**src/rtl/aes_dec_arbiter.sv**
```systemverilog
// aes_dec_arbiter: round-robin share of one AES-256 decipher core by two requesters.
// Define AES_DEC_ARB_STATS_EN to add per-requester completion counters.
module aes_dec_arbiter #(
  parameter int unsigned CORE_LATENCY = 2
) (
  input  logic         clk,
  input  logic         rst_n,
  input  logic         req0_valid,
  output logic         req0_ready,
  input  logic [127:0] req0_data,
  input  logic [255:0] req0_key,
  input  logic         req1_valid,
  output logic         req1_ready,
  input  logic [127:0] req1_data,
  input  logic [255:0] req1_key,
  output logic [127:0] core_datain,
  output logic [255:0] core_key,
  input  logic [127:0] core_dataout,
  output logic         rsp_valid,
  input  logic         rsp_ready,
  output logic [127:0] rsp_data,
  output logic         rsp_id,
  output logic         busy
`ifdef AES_DEC_ARB_STATS_EN
  ,
  output logic [15:0]  done_cnt0,
  output logic [15:0]  done_cnt1
`endif
);

  typedef enum logic [1:0] {
    IDLE,
    WAIT,
    DONE
  } state_t;

  state_t     state;
  state_t     state_nxt;
  logic [3:0] cnt;
  logic       last_grant;
  logic       win;
  logic       acc;

  assign busy = (state != IDLE);

  // Only a tie consults last_grant; a lone requester always wins.
  always_comb begin
    unique case (1'b1)
      (req0_valid && req1_valid): win = ~last_grant;
      default:                    win = req1_valid;
    endcase
  end

  always_comb begin
    state_nxt  = state;
    acc        = 1'b0;
    req0_ready = 1'b0;
    req1_ready = 1'b0;
    unique case (state)
      IDLE: begin
        if (req0_valid || req1_valid) begin
          acc        = 1'b1;
          req0_ready = ~win;
          req1_ready = win;
          state_nxt  = WAIT;
        end
      end
      WAIT: begin
        if (cnt == 4'd0) state_nxt = DONE;
      end
      DONE: begin
        if (rsp_ready) state_nxt = IDLE;
      end
      default: state_nxt = IDLE;
    endcase
  end

  always_ff @(posedge clk or negedge rst_n) begin
    if (!rst_n) begin
      state       <= IDLE;
      cnt         <= 4'd0;
      last_grant  <= 1'b1;
      core_datain <= '0;
      core_key    <= '0;
      rsp_valid   <= 1'b0;
      rsp_data    <= '0;
      rsp_id      <= 1'b0;
    end else begin
      state <= state_nxt;
      if (acc) begin
        core_datain <= win ? req1_data : req0_data;
        core_key    <= win ? req1_key : req0_key;
        rsp_id      <= win;
        last_grant  <= win;
        cnt         <= 4'(CORE_LATENCY - 1);
      end
      if (state == WAIT) begin
        if (cnt == 4'd0) begin
          rsp_data  <= core_dataout;
          rsp_valid <= 1'b1;
        end else begin
          cnt <= cnt - 4'd1;
        end
      end
      if (state == DONE && rsp_ready) rsp_valid <= 1'b0;
    end
  end

`ifdef AES_DEC_ARB_STATS_EN
  logic hs;
  assign hs = rsp_valid && rsp_ready;

  always_ff @(posedge clk or negedge rst_n) begin
    if (!rst_n) begin
      done_cnt0 <= 16'd0;
      done_cnt1 <= 16'd0;
    end else if (hs) begin
      if (!rsp_id && done_cnt0 != 16'hFFFF) done_cnt0 <= done_cnt0 + 16'd1;
      if (rsp_id && done_cnt1 != 16'hFFFF) done_cnt1 <= done_cnt1 + 16'd1;
    end
  end
`endif

endmodule
```
**config.mk**
```make
export PLATFORM = sky130hd
export DESIGN_NAME = aes_dec_arbiter
export DESIGN_NICKNAME = d
export VERILOG_FILES = /design/src/rtl/aes_dec_arbiter.sv
export SDC_FILE = /design/constraint.sdc
export NUM_CORES = 1
export LEC_CHECK = 0
export ABC_AREA = 1
export BUFFER_PORTS_ARGS = -buffer_cell sky130_fd_sc_hd__buf_2
export CORE_AREA = 2 2 560 562
export DETAILED_ROUTE_END_ITERATION = 10
export DIE_AREA = 0 0 562 564
export GPL_TIMING_DRIVEN = 1
export SLEW_MARGIN = 0
export SYNTH_ARGS = -nofsm -noshare
export SYNTH_HDL_FRONTEND = slang
export SYNTH_SLANG_ARGS = --single-unit
```
**constraint.sdc**
```tcl
create_clock -name clk -period 2.1 [get_ports clk]
set_input_delay 0.21 -clock clk [delete_from_list [all_inputs] [get_ports clk]]
set_output_delay 0.21 -clock clk [all_outputs]
set_load 0.05 [all_outputs]
```
# ---- Yosys cells after proc, flatten, opt, wreduce, memory -nomap -nowiden
# Index checks and enable logic that the tools add are counted.
dict set report word_totals {
  wordCells 46
  regBits 521
  output_inout_bits 517
  inputBits 901
}
dict set report classes {
  n_mux 19
  reduce_logical 11
  bitwise_logic 2
  eq_ne 5
  addsub 1
}
# cell count
set ops {}
lappend ops {{256-bit two-way mux} 1}
lappend ops {{128-bit two-way mux} 1}
lappend ops {{4-bit two-way mux} 3}
lappend ops {{1-bit two-way mux} 10}
lappend ops {{2-bit two-way mux} 3}
lappend ops {{2-bit != test (second input constant)} 3}
lappend ops {{2-bit one-hot mux with 3 select lines} 1}
lappend ops {{2-bit nonzero test} 3}
lappend ops {{4-bit logical NOT} 1}
lappend ops {{2-bit AND reduction} 2}
lappend ops {{4-bit by 1-bit subtractor with 4-bit output (second input constant)} 1}
lappend ops {{3-bit AND reduction} 1}
lappend ops {{2-bit by 1-bit == test with 1-bit output (second input constant)} 1}
lappend ops {{2-bit == test (second input constant)} 1}
lappend ops {{1-bit logical AND} 2}
lappend ops {{2-bit logical NOT} 1}
lappend ops {{1-bit inverter} 2}
lappend ops {{1-bit logical OR} 1}

# ---- Depth between registers and ports, before layout
# Gate-level depths: netlist of run 1.
dict set report depth {
  ltp_word 6
  depth_mapped 9
  depth_no_buf 6
}

# ---- Worst setup path before layout of run 1
# No wires, ideal clock.
dict set report synth_timing {
  kind {reg2out}
  from {reg last_grant}
  to {out req0_ready}
  stages_incl_launch_ff 7
  slack_ns 0.136
  n_path_buf 2
  required_ns 1.890
  t_arrival_ns 1.754
  cell_sequence {dfstp_2 -> nand2_2 -> nand2_2 -> buf_2 -> buf_4 -> inv_1 -> nor2_1}
}
dict set report synth_between {
  elab_chain_len 5
}
# element line
set synth_lines {}
lappend synth_lines {{from (decl)} 40} ;# logic last_grant;
lappend synth_lines {{from (signal assigned)} 94} ;# last_grant <= win;
lappend synth_lines {{1-bit inverter} 49} ;# (req0_valid && req1_valid): win = ~last_grant;
lappend synth_lines {{1-bit two-way mux} 48} ;# unique case (1'b1)
lappend synth_lines {{1-bit inverter} 63} ;# req0_ready = ~win;
lappend synth_lines {{1-bit two-way mux} 61} ;# if (req0_valid || req1_valid) begin
lappend synth_lines {{1-bit two-way mux} 59} ;# unique case (state)
lappend synth_lines {{to (decl)} 9} ;# output logic req0_ready,
# No other way between the ends.

# ---- Worst setup path after layout of run 1
dict set report layout_timing {
  from {reg last_grant}
  to {out req1_ready}
}
dict set report layout_between {
  elab_chain_len 4
}
# element line
set layout_lines {}
lappend layout_lines {{1-bit inverter} 49}
lappend layout_lines {{1-bit two-way mux} 48}
lappend layout_lines {{1-bit two-way mux} 61}
lappend layout_lines {{1-bit two-way mux} 59}
lappend layout_lines {{to (decl)} 13} ;# output logic req1_ready,
# No other way between the ends.

==> flow_summary_export.csv, run 1 <==
group,metric,value,unit
place,dp_cells,8962,
clock_tree,clockRootBuffer,"clkbuf_16",
die,die_h,564,µm
die,initial_core_util,0.08102,
drt,wl_per_cell,24.53,µm
drt,drc,0,
worst_hold_path,hp-class,"in -> reg",
pwr,comb_power_share,0.590,
global_route,grt_use_total,0.1488,
yosys,synth_cells,3503,
worst_setup_path,cp.arrival,2.00,ns
status,outcome,"finished with violations",
timing,rsz0062_at_grt,"true",
worst_setup_path,worstSetupStartpointType,"register",
place,dp_hpwl,203.2,mm
yosys,ys_seq_elements,521,
timing,slew_headroom,0.5974,
drt,ant_nets,0,
timing,setup_viol,7,
status,failed_checks,"hold timing, setup timing",
timing,tightest_slew,0.6039,ns
run,cap_viol_max_count,0,
clock_tree,clock-sinks,521,
worst_hold_path,hp-start,"req1_data[34]",
worst_setup_path,crit_start,"last_grant",
drt,first_pass_iters,8,
global_route,grt_antenna_before_repair,181,
yosys,synth_nets,4405,
timing,slew_violations,0,
yosys,yosysTopAreaCell,"dfrtp_1",
drt,wirelength,248.1,mm
place,port_buffers,1417,
timing,clock.fmax,0.4520,GHz
pwr,vdd_drop_max,0.0009354,V
worst_setup_path,cp.required,1.89,ns
place,gp_congestion,1.039,
drt,drt_iter0_markers,2945,
timing,timing.setup.tns,-0.2644,ns
global_route,grt_pass1_wl,317.5,mm
pwr,pwr-share-clk,0.181,
die,rows,205,
yosys,syn_area_per_cell,7.190,µm²
pwr,p_leak,26.25,nW
final_layout,fin_nets,6721,
final_layout,drive_gt1_frac,0.2934,
worst_setup_path,r2r-start,"last_grant",
pwr,power_per_cell_area,1578,mW/mm²
worst_setup_path,critPathKind,"reg -> out",
pwr,switching_power,45.67,mW
pwr,internal-power,33.55,mW
global_route,grt_overflow,0,
timing,final.setup_skew,0.09109,ns
yosys,synth_cell_types,21,
die,die_w,562,µm
clock_tree,clockBufferDepth,4,
timing,timing.final.crit_share,1.054,
die,core,0.3109,mm²
worst_setup_path,cp-end-kind,"primary output",
yosys,synthTopCellsByArea,"dfrtp_1 (52%), nand2_1 (34%), nand3_1 (7.7%), buf_2 (3.4%), buf_4 (0.83%)",
drt,vias,34729,
final_layout,layout.cells.non_filler,10114,
yosys,yosysTopAreaCellShare,0.5166,
clock_tree,clkLatencyLatePin,0.79,ns
clock_tree,cts_tree,"yes",
timing,hold_violations,1,
timing,period_needed,2.212,ns
final_layout,final_util,0.1615,
timing,holdWs,-0.006589,ns
place,dpl-instance-area,0.03798,mm²
worst_setup_path,path_max_fanout,2,
global_route,grt_pass1_vias,34285,
clock_tree,cts.reportedPaths.clkPinSlew,0.06,ns
die,io_pins,1418,
yosys,yosysSeqAreaShare,0.5177,
yosys,netlist_area,0.02519,mm²
drt,avgViaCountPerCell,3.434,
pwr,seqPwrFrac,0.229,
die,die-area,0.3170,mm²
yosys,yosysWarnings,0,
global_route,grt_max_degree,95,
final_layout,area_delta_synth_final,99.35,%
clock_tree,cts_htree_levels,3,
timing,setup_ws,-0.1125,ns
clock_tree,cts_inserted_buffers,78,
pwr,switching_share,0.5765,
final_layout,stdcell_area,0.05021,mm²
## routing by layer
| layer | GRT usage | up-vias | part of all wire |
|---|---|---|---|
| li1 | - | 15549 | - |
| met5 | 0 | - | 0.0028 |
| met3 | 0.07498 | 632 | 0.13 |
| met2 | 0.2132 | 2139 | 0.40 |
| met4 | 0.06022 | 108 | 0.049 |
| met1 | 0.1870 | 16301 | 0.42 |
## critical path: stages (launching register included)
cell	delay [ns]
dfstp_2	0.58
nand2_8	0.07
nand2_8	0.09
clkinvlp_4	0.13
nand2_4	0.14
inv_4	0.05
buf_12	0.14
## cells by family after synthesis
family                     count (synthesis)  synth area share
and+or+nand+nor                         2695            0.4260
buffers and inverters                    281           0.05464
AOI/OAI and AO/OA                          4         0.0008941
adders and majority gates                  1         0.0004967
xor gates and xnor gates                   1         0.0003478
DFF                                      521            0.5177
## area by class of cell
type / count / area (µm²)
fill: 35089 / 260700
antenna: 98 / 245.2
multi-input combinational: 2701 / 10880
tap: 4140 / 5180
clock inverter: 40 / 540.5
timing repair buffer: 2476 / 18020
inverter: 41 / 170.2
clock buffer: 97 / 2143
sequential: 521 / 13040
## Yosys cell counts
| library cell | count |
|---|---|
| nand2_1 | 2266 |
| dfstp_2 | 1 |
| o31ai_1 | 1 |
| nor2_2 | 2 |
| clkbuf_1 | 37 |
| nor2_1 | 6 |
| dfrtp_1 | 520 |
| inv_2 | 4 |
| nand3_2 | 1 |
| nand3_1 | 388 |
| ha_1 | 1 |
| inv_1 | 37 |
| a21oi_1 | 1 |
| o21ai_0 | 2 |
| nand2_2 | 3 |
| nor3b_1 | 1 |
| buf_1 | 2 |
| buf_2 | 173 |
| nand3b_1 | 28 |
| xnor2_1 | 1 |
| buf_4 | 28 |
## per-stage QoR
stage	total power, mW	setup WS (ns)	hold WS, ns
2_1_floorplan	44.08	0.1356	-0.08559
3_3_place_gp	62.80	0.2007	0.1596
3_5_place_dp	62.93	0.1842	0.1586
4_1_cts	79.84	-0.2454	0.0009616
5_1_grt	83.30	-0.2242	0.05093
6_report	79.22	-0.1125	-0.006589
## what timing repair did
| item | in CTS | in global routing |
|---|---|---|
| cloned | 1 | 0 |
| resized for setup | 16 | 12 |
| pin swaps | 5 | 1 |
| setup buffers | 8 | 0 |
| endpoints found under the hold margin | 1025 | 0 |
| setup endpoints to repair | 3 | 60 |
| hold buffers | 908 | 0 |
## placed cells by master, fill, tap and decap left out, types with 5 or more instances in the layout
cell type and n:
clkbuf_16 78, buf_12 44, nand2_1 2262, clkbuf_1 7, dfrtp_1 520, nand3_2 5
clkinv_4 5, nand3b_1 28, diode_2 98, buf_4 101, clkinvlp_4 5, clkinv_2 12
bufinv_16 10, dlygate4sd3_1 907, buf_2 1412, nand3_1 383, clkbuf_8 12, inv_1 34
## flip-flops by register name, summed over array words and instances, names as in the netlist
| register | flops |
|---|---|
| core_key | 256 |
| core_datain | 128 |
| rsp_data | 128 |
| cnt | 4 |
| state | 2 |
| last_grant | 1 |
| rsp_id | 1 |
| rsp_valid | 1 |
## worst paths after layout
check | cells after the start | slack (ns) | to
setup / recovery | 6 | -0.11 | req1_ready
hold / removal | 5 | -0.007 | core_datain[34]
setup reg to reg | 8 | -0.02 | core_datain[48]
hold reg to reg | 2 | 0.47 | rsp_data[50]
max in group asynchronous | 4 | 1.32 | core_key[114]
min in group asynchronous | 3 | 0.15 | rsp_data[66]
## power groups by stage
stage	Clock, mW	Sequential, mW	Combinational, mW
6_report	14.3	18.2	46.7
5_1_grt	15.1	18.6	49.6
4_1_cts	14.8	18.0	47.0
3_5_place_dp	0	18.1	44.9
3_3_place_gp	0	18.0	44.8
2_1_floorplan	0	33.8	10.3
No activity file was read; power rests on OpenSTA's default activity.
==> inputs of run 2 (changes only) <==
--- a/config.mk
+++ b/config.mk
@@ -11,7 +11,8 @@
 export DETAILED_ROUTE_END_ITERATION = 10
 export DIE_AREA = 0 0 562 564
 export GPL_TIMING_DRIVEN = 1
-export SLEW_MARGIN = 0
+export PLACE_DENSITY = 0.34
+export SLEW_MARGIN = 5
 export SYNTH_ARGS = -nofsm -noshare
 export SYNTH_HDL_FRONTEND = slang
 export SYNTH_SLANG_ARGS = --single-unit
==> flow_summary_export.csv, run 2 (synthesis results as in run 1) <==
group,metric,value,unit
status,outcome,"finished with violations",
status,failed_checks,"setup timing",
global_route,grt_overflow,0,
drt,ant_nets,0,
timing,timing.final.crit_share,1.065,
worst_setup_path,reg2regPathDepth,9,
pwr,power_per_cell_area,1524,mW/mm²
drt,wl_per_cell,22.77,µm
place,gp_congestion,0.9288,
worst_setup_path,r2r-start,"last_grant",
timing,slew_headroom,0.5243,
worst_setup_path,cp.arrival,2.03,ns
drt,first_pass_iters,6,
clock_tree,cts_inserted_buffers,79,
timing,setup_ws,-0.1372,ns
worst_setup_path,path_max_fanout,2,
final_layout,largest_register_ff_count,256,
clock_tree,clock-sinks,521,
clock_tree,cts_htree_levels,3,
clock_tree,clockRootBuffer,"clkbuf_16",
final_layout,reg_top3,"core_key x256, core_datain x128, rsp_data x128",
run,cap_viol_max_count,0,
worst_setup_path,worstSetupStartpointType,"register",
final_layout,layout.cells.non_filler,10072,
global_route,grt_pass1_wl,298.8,mm
final_layout,area_delta_synth_final,98.15,%
pwr,vdd_drop_max,0.0005966,V
worst_setup_path,cp.required,1.89,ns
worst_setup_path,cp-end-kind,"primary output",
die,core,0.3109,mm²
global_route,grt_max_degree,111,
die,die_w,562,µm
place,dp_hpwl,190.6,mm
timing,final.setup_skew,0.05280,ns
timing,timing.setup.tns,-0.3379,ns
timing,clock.fmax,0.4470,GHz
worst_hold_path,hp-class,"in -> reg",
global_route,grt_use_total,0.1382,
final_layout,fin_nets,6711,
final_layout,drive_gt1_frac,0.2928,
worst_hold_path,hp-start,"req1_data[124]",
final_layout,largest-register,"core_key",
timing,slew_violations,0,
clock_tree,cts.reportedPaths.clkPinSlew,0.06,ns
drt,avgViaCountPerCell,3.319,
global_route,grt_pass1_vias,33913,
drt,vias,33433,
drt,drt_iter0_markers,2277,
timing,hold_violations,0,
clock_tree,cts_tree,"yes",
worst_setup_path,critPathKind,"reg -> out",
place,dp_cells,8961,
clock_tree,clockBufferDepth,4,
clock_tree,clkLatencyLatePin,0.79,ns
worst_hold_path,min_path_cells,5,
drt,wirelength,229.4,mm
die,die-area,0.3170,mm²
final_layout,final_common_cell,"nand2_1",
final_layout,layout_common_cells,"nand2_1 (2,265), buf_2 (1,411), dlygate4sd3_1 (895), dfrtp_1 (520), nand3_1 (387)",
die,initial_core_util,0.08102,
timing,period_needed,2.237,ns
die,die_h,564,µm
pwr,p_leak,26.18,nW
global_route,grt_antenna_before_repair,192,
timing,setup_viol,6,
timing,tightest_slew,0.7135,ns
die,rows,205,
place,port_buffers,1417,
timing,rsz0062_at_grt,"true",
worst_setup_path,crit_start,"last_grant",
die,io_pins,1418,
drt,drc,0,
run 2: cell types whose count changed in the layout (fill, tap and decap cells not counted), moves of 5 or more:
cell,change
dlygate4sd3_1,-12
buf_4,+5
diode_2,-30
buf_12,-5
run 2: worst paths after layout:
path,to,slack [ns]
setup / recovery,req0_ready,-0.14
hold / removal,core_datain[124],0.03
setup reg to reg,core_key[64],-0.05
hold reg to reg,rsp_data[27],0.47
max in group asynchronous,core_key[122],1.17
min in group asynchronous,core_key[96],0.13
run 2: per-layer routing:
metal,GRT usage,share of wire
met1,0.1777,0.44
met2,0.2110,0.43
met3,0.05424,0.10
met4,0.04206,0.033
met5,0,0.0028
run 2: worst max-delay path, cell delays in order, from the launching register on:
cell	delay, ns
dfstp_2	0.58
nand2_8	0.08
nand2_8	0.09
buf_16	0.12
inv_6	0.04
nor2_4	0.14
buf_8	0.17
run 2: layout make-up:
| type | instances | area, µm² |
|---|---|---|
| multi-input cells | 2701 | 10850 |
| inverters | 41 | 170.2 |
| well taps | 4140 | 5180 |
| clock inverters | 35 | 415.4 |
| repair buffers | 2465 | 17870 |
| flip-flops and latches | 521 | 13040 |
| clock buffers | 101 | 2220 |
| fillers | 35652 | 261000 |
| diodes | 68 | 170.2 |
run 2: power breakdown:
part | internal [mW] | switching [mW] | leakage, nW
clock network | 8.33 | 5.72 | 1.29
registers | 14.9 | 3.18 | 6.46
logic | 10.0 | 33.9 | 18.4
run 2: through the flow:
step                      hold WS (ns)  cell area (µm²)  worst slack (ns)  utilization  power, mW
after global placement          0.3114            37890            0.1435       0.1219      60.59
after detailed placement        0.3131            37890            0.1468       0.1219      60.64
after CTS                      0.02165            49620           -0.2526       0.1596      77.30
after floorplan               -0.08559            25190            0.1356            -      44.08
after global routing           0.06251            49810           -0.2596       0.1602      80.60
final                          0.03208            49910           -0.1372       0.1605      76.06
run 2: repair_timing:
action	4_1_cts	5_1_grt
gates cloned	1	1
endpoints found under the hold margin	880	0
pin swaps	4	1
setup endpoints to repair	4	111
resized for setup	16	11
setup buffers	7	4
hold buffers	895	0
